$ cat config.mk
export PLATFORM = sky130hd
export DESIGN_NAME = pcoeff_result_accumulator
export DESIGN_NICKNAME = d
export VERILOG_FILES = /design/src/rtl/pcoeff_result_accumulator.sv
export SDC_FILE = /design/constraint.sdc
export NUM_CORES = 1
export LEC_CHECK = 0
export ABC_AREA = 1
export ABC_CLOCK_PERIOD_IN_PS = 2500
export BUFFER_PORTS_ARGS = -buffer_cell sky130_fd_sc_hd__buf_4
export CORE_MARGIN = 1.5
export CORE_UTILIZATION = 40
export CTS_BUF_LIST = sky130_fd_sc_hd__clkbuf_8
export CTS_CLUSTER_DIAMETER = 80
export CTS_CLUSTER_SIZE = 20
export DETAILED_ROUTE_END_ITERATION = 12
export GPL_ROUTABILITY_DRIVEN = 0
export REMOVE_ABC_BUFFERS = 1
export SLEW_MARGIN = 25
export SYNTH_ARGS = -nofsm -noshare
export SYNTH_HDL_FRONTEND = slang
export SYNTH_SLANG_ARGS = --single-unit
$ cat constraint.sdc
create_clock -name clk -period 2.5 [get_ports clk]
set_input_delay 0.25 -clock clk [delete_from_list [all_inputs] [get_ports clk]]
set_output_delay 0.25 -clock clk [all_outputs]
set_load 0.05 [all_outputs]
$ cat src/rtl/pcoeff_result_accumulator.sv
// Collects per-bot summedData/pcoeffCount results from pipeline24Pack into one
// total per job and hands the total to the host via a valid/ready handshake.
module pcoeff_result_accumulator #(
    parameter int SUM_WIDTH         = 40,
    parameter int COUNT_WIDTH       = 5,
    parameter int TOTAL_SUM_WIDTH   = 64,
    parameter int TOTAL_COUNT_WIDTH = 40,
    parameter int JOB_WIDTH         = 32
) (
    input  logic                         clk,
    input  logic                         rst_n,
    input  logic                         start,
    output logic                         start_ready,
    input  logic [JOB_WIDTH-1:0]         job_bot_count,
    input  logic                         data_valid,
    input  logic [SUM_WIDTH-1:0]         summed_data,
    input  logic [COUNT_WIDTH-1:0]       pcoeff_count,
    output logic                         result_valid,
    input  logic                         result_ready,
    output logic [TOTAL_SUM_WIDTH-1:0]   total_sum,
    output logic [TOTAL_COUNT_WIDTH-1:0] total_count,
    output logic [JOB_WIDTH-1:0]         bots_received,
    output logic                         overflow,
    output logic                         stray_error
);

    typedef enum logic [1:0] {IDLE, ACCUM, DONE} state_t;

    state_t                     state, nextState;
    logic [JOB_WIDTH-1:0]       expected;
    logic [TOTAL_SUM_WIDTH:0]   sumInc;
    logic [TOTAL_COUNT_WIDTH:0] countInc;
    logic [JOB_WIDTH-1:0]       botsInc;
    logic                       startAccept, absorb, lastBot, handshake;

    // One extra bit on each adder catches the carry that marks a wrapped total.
    assign sumInc   = {1'b0, total_sum}   + {1'b0, TOTAL_SUM_WIDTH'(summed_data)};
    assign countInc = {1'b0, total_count} + {1'b0, TOTAL_COUNT_WIDTH'(pcoeff_count)};
    assign botsInc  = bots_received + 1'b1;

    assign startAccept = (state == IDLE)  && start;
    assign absorb      = (state == ACCUM) && data_valid;
    assign lastBot     = absorb && (botsInc == expected);
    assign handshake   = (state == DONE)  && result_ready;

    always_ff @(posedge clk or negedge rst_n) begin
        if (!rst_n) state <= IDLE;
        else        state <= nextState;
    end

    always_comb begin
        nextState = state;
        case (state)
            IDLE:    if (startAccept) nextState = (job_bot_count == '0) ? DONE : ACCUM;
            ACCUM:   if (lastBot)     nextState = DONE;
            DONE:    if (handshake)   nextState = IDLE;
            default: nextState = IDLE;
        endcase
    end

    always_comb begin
        start_ready  = (state == IDLE);
        result_valid = (state == DONE);
    end

    always_ff @(posedge clk or negedge rst_n) begin
        if (!rst_n) begin
            expected      <= '0;
            total_sum     <= '0;
            total_count   <= '0;
            bots_received <= '0;
            overflow      <= 1'b0;
            stray_error   <= 1'b0;
        end else begin
            if (startAccept) begin
                expected      <= job_bot_count;
                total_sum     <= '0;
                total_count   <= '0;
                bots_received <= '0;
                overflow      <= 1'b0;
            end else if (absorb) begin
                total_sum     <= sumInc[TOTAL_SUM_WIDTH-1:0];
                total_count   <= countInc[TOTAL_COUNT_WIDTH-1:0];
                bots_received <= botsInc;
                overflow      <= overflow | sumInc[TOTAL_SUM_WIDTH] | countInc[TOTAL_COUNT_WIDTH];
            end
            // Results outside ACCUM (including alongside an accepted start) are dropped.
            if (data_valid && (state != ACCUM))
                stray_error <= 1'b1;
        end
    end

endmodule
* Word-level counts from Yosys, hierarchy flattened
Cells that the tools add are included.
** Word-level totals
- Bits of input ports :: 82
- Logic and storage cells :: 41
- Output and inout port bits :: 140
- Register bits :: 172
** Cells by class
- Reduce and logical (&&, ||, !) cells :: 9
- $add $sub $neg :: 3
- Bitwise logic cells :: 2
- Mux-type cells :: 13
- Equality and inequality tests :: 7
** Operators with widths (count)
- $mux 64 :: 2
- $mux 40 :: 2
- $add 64x40->65 :: 1
- $mux 32 :: 2
- $add 40x5->41 :: 1
- $add 32x1->32 const B :: 1
- $eq 32x32->1 :: 1
- $logic_not 32->1 :: 1
- $mux 2 :: 4
- $ne 2x1->1 const B :: 3
- $pmux 2 s3 :: 1
- $logic_and 1x1->1 :: 5
- $reduce_and 3->1 :: 1
- $eq 2x1->1 const B :: 1
- $eq 2x2->1 const B :: 1
- $logic_not 2->1 :: 1
- $mux 1 :: 2
- $ne 2x2->1 const B :: 1
- $or 1x1->1 :: 2
- $reduce_bool 2->1 :: 1

* Logic depth before layout (Yosys ltp)
- Depth in word-level cells :: 5
- Gate-level depth with buffers :: 18
- Gate-level depth less buffers :: 18

* Least setup slack after synthesis
No wires, ideal clock.
- Path kind :: reg2reg
- Start :: reg total_count[0]
- End :: reg total_count[16]
- Cell stages (with the launch flop) :: 17
- Arrival :: 2661 ps
- Setup time :: 119 ps
- Required time :: 2381 ps
- Clock period less this slack :: 2780 ps
- Path buffers :: 0
- Setup slack :: -280 ps
- Cell sequence :: dfrtp_1 -> ha_1 -> inv_1 -> fa_1 -> nand3b_1 -> nand2_1 -> nand2_1 -> nand2_2 -> nand3b_4 -> nor2_4 -> nand2_1 -> nor2_2 -> nand2_2 -> nor2_2 -> nand2_1 -> nand2_1 -> o21ba_2
** On the way
- Word-level cells in the longest chain between the ends :: 3
** RTL lines
- start, declared :: RTL line 21 : output logic [TOTAL_COUNT_WIDTH-1:0] total_count,
- start signal, assigned :: RTL line 83 : total_count <= countInc[TOTAL_COUNT_WIDTH-1:0];
- $add 40x5->41 :: RTL line 38 : assign countInc = {1'b0, total_count} + {1'b0, TOTAL_COUNT_WIDTH'(pcoeff_count)};
- $mux 40 :: RTL line 81 : end else if (absorb) begin
- $mux 40 :: RTL line 75 : if (startAccept) begin
Every way passes these cells. The select of a mux whose other input is x is not followed.
A chain may end at the register's enable or synchronous reset.

* Final worst setup path
- Start :: reg total_sum[15]
- End :: reg total_sum[34]
** On the way
- Word-level cells in the longest chain between the ends :: 3
** RTL lines
- start, declared :: RTL line 20 : output logic [TOTAL_SUM_WIDTH-1:0] total_sum,
- start signal, assigned :: RTL line 82 : total_sum <= sumInc[TOTAL_SUM_WIDTH-1:0];
- $add 64x40->65 :: RTL line 37 : assign sumInc = {1'b0, total_sum} + {1'b0, TOTAL_SUM_WIDTH'(summed_data)};
- $mux 64 :: RTL line 81
- $mux 64 :: RTL line 75
Every way passes these cells. The select of a mux whose other input is x is not followed.

==> summary.md <==
| Metric | Value |
|---|---|
| Endpoints failing setup | 0 |
| CTS Buf Count | 17 |
| VDD IR max | 0.5143 mV |
| Footprint of the multi-input gates | 7156 um2 |
| Crit. Startpoint | total_sum[15] |
| Post-route minimum period | 2.416 ns |
| Crit start category | flip-flop |
| Area growth syn-to-layout | 29.93% |
| Clk pin slew, worst setup/hold paths | 0.11 ns |
| Min-delay worst type | input pin to flip-flop |
| Worst EP required | 2.89 ns |
| Vias | 13300 |
| Width of the die | 176.8 um |
| Leakage | 7.444 nW |
| H-tree depth | 4 |
| Commonest non-fill, non-tap cell in the layout | nand2_1 |
| R2r setup slk | 0.08 ns |
| Commonest non-fill, non-tap cells in the layout | 505 x nand2_1, 295 x buf_4, 224 x inv_1 |
| Critical path class | flip-flop to flip-flop |
| Root buf cell | clkbuf_8 |
| Prevailing post-synth register cell | dfrtp_1 |
| Critical path endpoint category | flip-flop |
| Longest Clk Path Bufs | 2 |
| Largest net degree at the start of global routing | 54 |
| HPWL Detailed | 31590 um |
| Vias in the first global route | 12540 |
| # IOs | 222 |
| Netlist Area Pre-Place | 12080 um2 |
| Iteration-0 DRC Markers | 1105 |
| Global-route wire length before repair | 65260 um |
| Met3 Use GR | 0.05026 |
| Die footprint | 31260 um2 |
| Slew @ Worst Pin | 0.6364 ns |
| Fill count | 2968 |
| Ant. Diodes | 0 |
| Power Dens Cells | 886.3 nW/um2 |
| Num rows | 63 |
| Crit path DAT | 2.81 ns |
| Max Cap Viol | 0 |
| DR pass1 iterations | 5 |
| Slew headroom | 0.5718 |
| Port Buffers | 221 |
| Post-synth EDFFs | 0 |
| Initial Utilization | 0.4066 |
| Clock skew | 0.01970 ns |
| Crit path to | total_sum[34] |
| Core Region | 29720 um2 |
| Final period util | 0.9665 |
| Met2 Resource Use GR | 0.4131 |
| Clock sinks | 172 |
| Overflow after GRT | 0 |
| # DRC | 0 |
| Post-Syn Instances | 1807 |
| Worst skew pair latency | 0.50 ns |
| Avg Vias per Cell | 5.298 |
| Antenna violations before repair | 0 |
| Post-Route WL | 41560 um |
| Crit Path Max Fanout | 4 |
| Final core occ | 0.5283 |
| Fraction of layout cells with a size suffix above 1 | 0.2046 |
| Reg2reg path depth | 13 |
| Library cells used by synthesis | 52 |
| Reg2reg start | total_sum[15] |
| Mean area per synthesized cell | 6.687 um2 |
| Worst R2R End | total_sum[34] |
| WL/cell | 16.55 um |
| Yosys warns | 0 |
| DRT antenna net count | 0 |
| Design Power | 13.91 mW |
| Gr busiest metal | met2 |
| Status | complete, no violations |
| Register area | 4312 um2 |
| Gr usage total | 0.2651 |
| Unrepaired setup endpoints after global routing | true |
| CTS tree | built |
| Final-report hold violation count | 0 |
| Final #Nets | 2239 |
| FFs w/ async S/R, synth | 1.000 |
| Max-slew violations | 0 |
| Die Height | 176.8 um |
| Post-synthesis register bit count | 172 |
| Sequential-to-total area share from yosys stat | 0.3562 |
| Fmax | 413.9 MHz |
| Met1 GRT Util | 0.3760 |
-- routing by layer --
metal	vias up	routed length, um
met1	6205	19270
li1	6564	-
met5	-	0
met3	39	3041
met2	496	18560
met4	0	685
-- worst min path at each step --
stage / startpoint / endpoint / cells past startpoint
floorplan: rst_n / bots_received[0] / 0
global placement: rst_n / total_sum[9] / 1
detailed placement: rst_n / total_sum[4] / 1
CTS: result_ready / state[1] / 4
global route: job_bot_count[26] / expected[26] / 3
finish: result_ready / state[1] / 4
-- worst max-delay path: stages (launching register included) --
cell and delay (ns):
dfrtp_1 0.43, ha_1 0.31, buf_4 0.15, a21oi_1 0.20, nor2_1 0.06, nor2_1 0.18, o21ai_0 0.16, a21oi_1 0.18
nand2_2 0.10, nand2_1 0.07, nand2_1 0.08, buf_4 0.15, o21ai_0 0.18, nand2_1 0.07
-- cells in the mapped netlist, types with 5 or more instances --
master,n,area share
a21o_1,12,0.0075
a21oi_1,110,0.046
a31oi_1,22,0.011
and3_1,5,0.0026
buf_1,7,0.0022
clkbuf_1,25,0.0078
dfrtp_1,172,0.36
ha_1,46,0.048
inv_1,225,0.070
nand2_1,514,0.16
nand2_2,6,0.0031
nand3_1,100,0.041
nand3b_1,10,0.0062
nand4_1,28,0.014
nor2_1,218,0.068
nor2_2,8,0.0041
nor3_1,36,0.015
nor4_1,18,0.0093
o21a_1,7,0.0043
o21ai_0,137,0.057
o21ai_1,6,0.0025
o21bai_1,8,0.0050
o22ai_1,26,0.013
o31ai_1,5,0.0031
or2_2,5,0.0026
xor2_1,8,0.0058
-- final cells by class --
type                            count  area share
Sequential cell                   172      0.2746
Timing Repair Buffer              317      0.1571
Tap cell                          390     0.03108
Clock buffer                       18     0.01578
Inverter                          230     0.05499
Clock inverter                     13     0.01060
Multi-Input combinational cell   1371      0.4558
-- per-stage QoR --
step                      cells  TNS (ns)  instance area (um2)  hold slack (ns)  setup slack [ns]
final                      2511         0                15700          0.01811           0.08370
after global routing       2511   -0.1069                15700          0.01547          -0.02239
after CTS                  2495         0                15210         0.002389          0.006546
after detailed placement   2444  -0.09666                14600           0.2494          -0.08950
after global placement     2444  -0.02389                14600           0.2468          -0.02389
after floorplan            1773   -222.06                11950         -0.04559            -2.350
-- cell families (layout without fill, tap and decap cells) --
| family | after synthesis | count (layout) | synth area share |
|---|---|---|---|
| buf+inv | 264 | 578 | 0.08222 |
| fa+ha+maj | 48 | 48 | 0.05095 |
| flops | 172 | 172 | 0.3562 |
| compound gates | 353 | 353 | 0.1641 |
| simple gates | 959 | 959 | 0.3361 |
| xor+xnor | 11 | 11 | 0.01036 |
-- sequential cells by signal, summed over array words and instances, names as in the netlist --
name	count
total_count	40
overflow	1
state	2
total_sum	64
expected	32
bots_received	32
stray_error	1
-- repair_timing --
item | in CTS | in global routing
hold buffers | 18 | 0
endpoints found under the setup margin | 6 | 59
pin swaps | 1 | 18
endpoints found under the hold margin | 65 | 0
buffers inserted | 2 | 16
gates resized for setup | 2 | 89
-- power breakdown --
part           total (mW)  internal, mW  switching, mW
clock                2.19          1.02           1.17
sequential           3.93          3.39          0.537
combinational        7.80          2.66           5.13
total                13.9          7.07           6.84
Note: power is estimated with default switching activity, not from simulation.
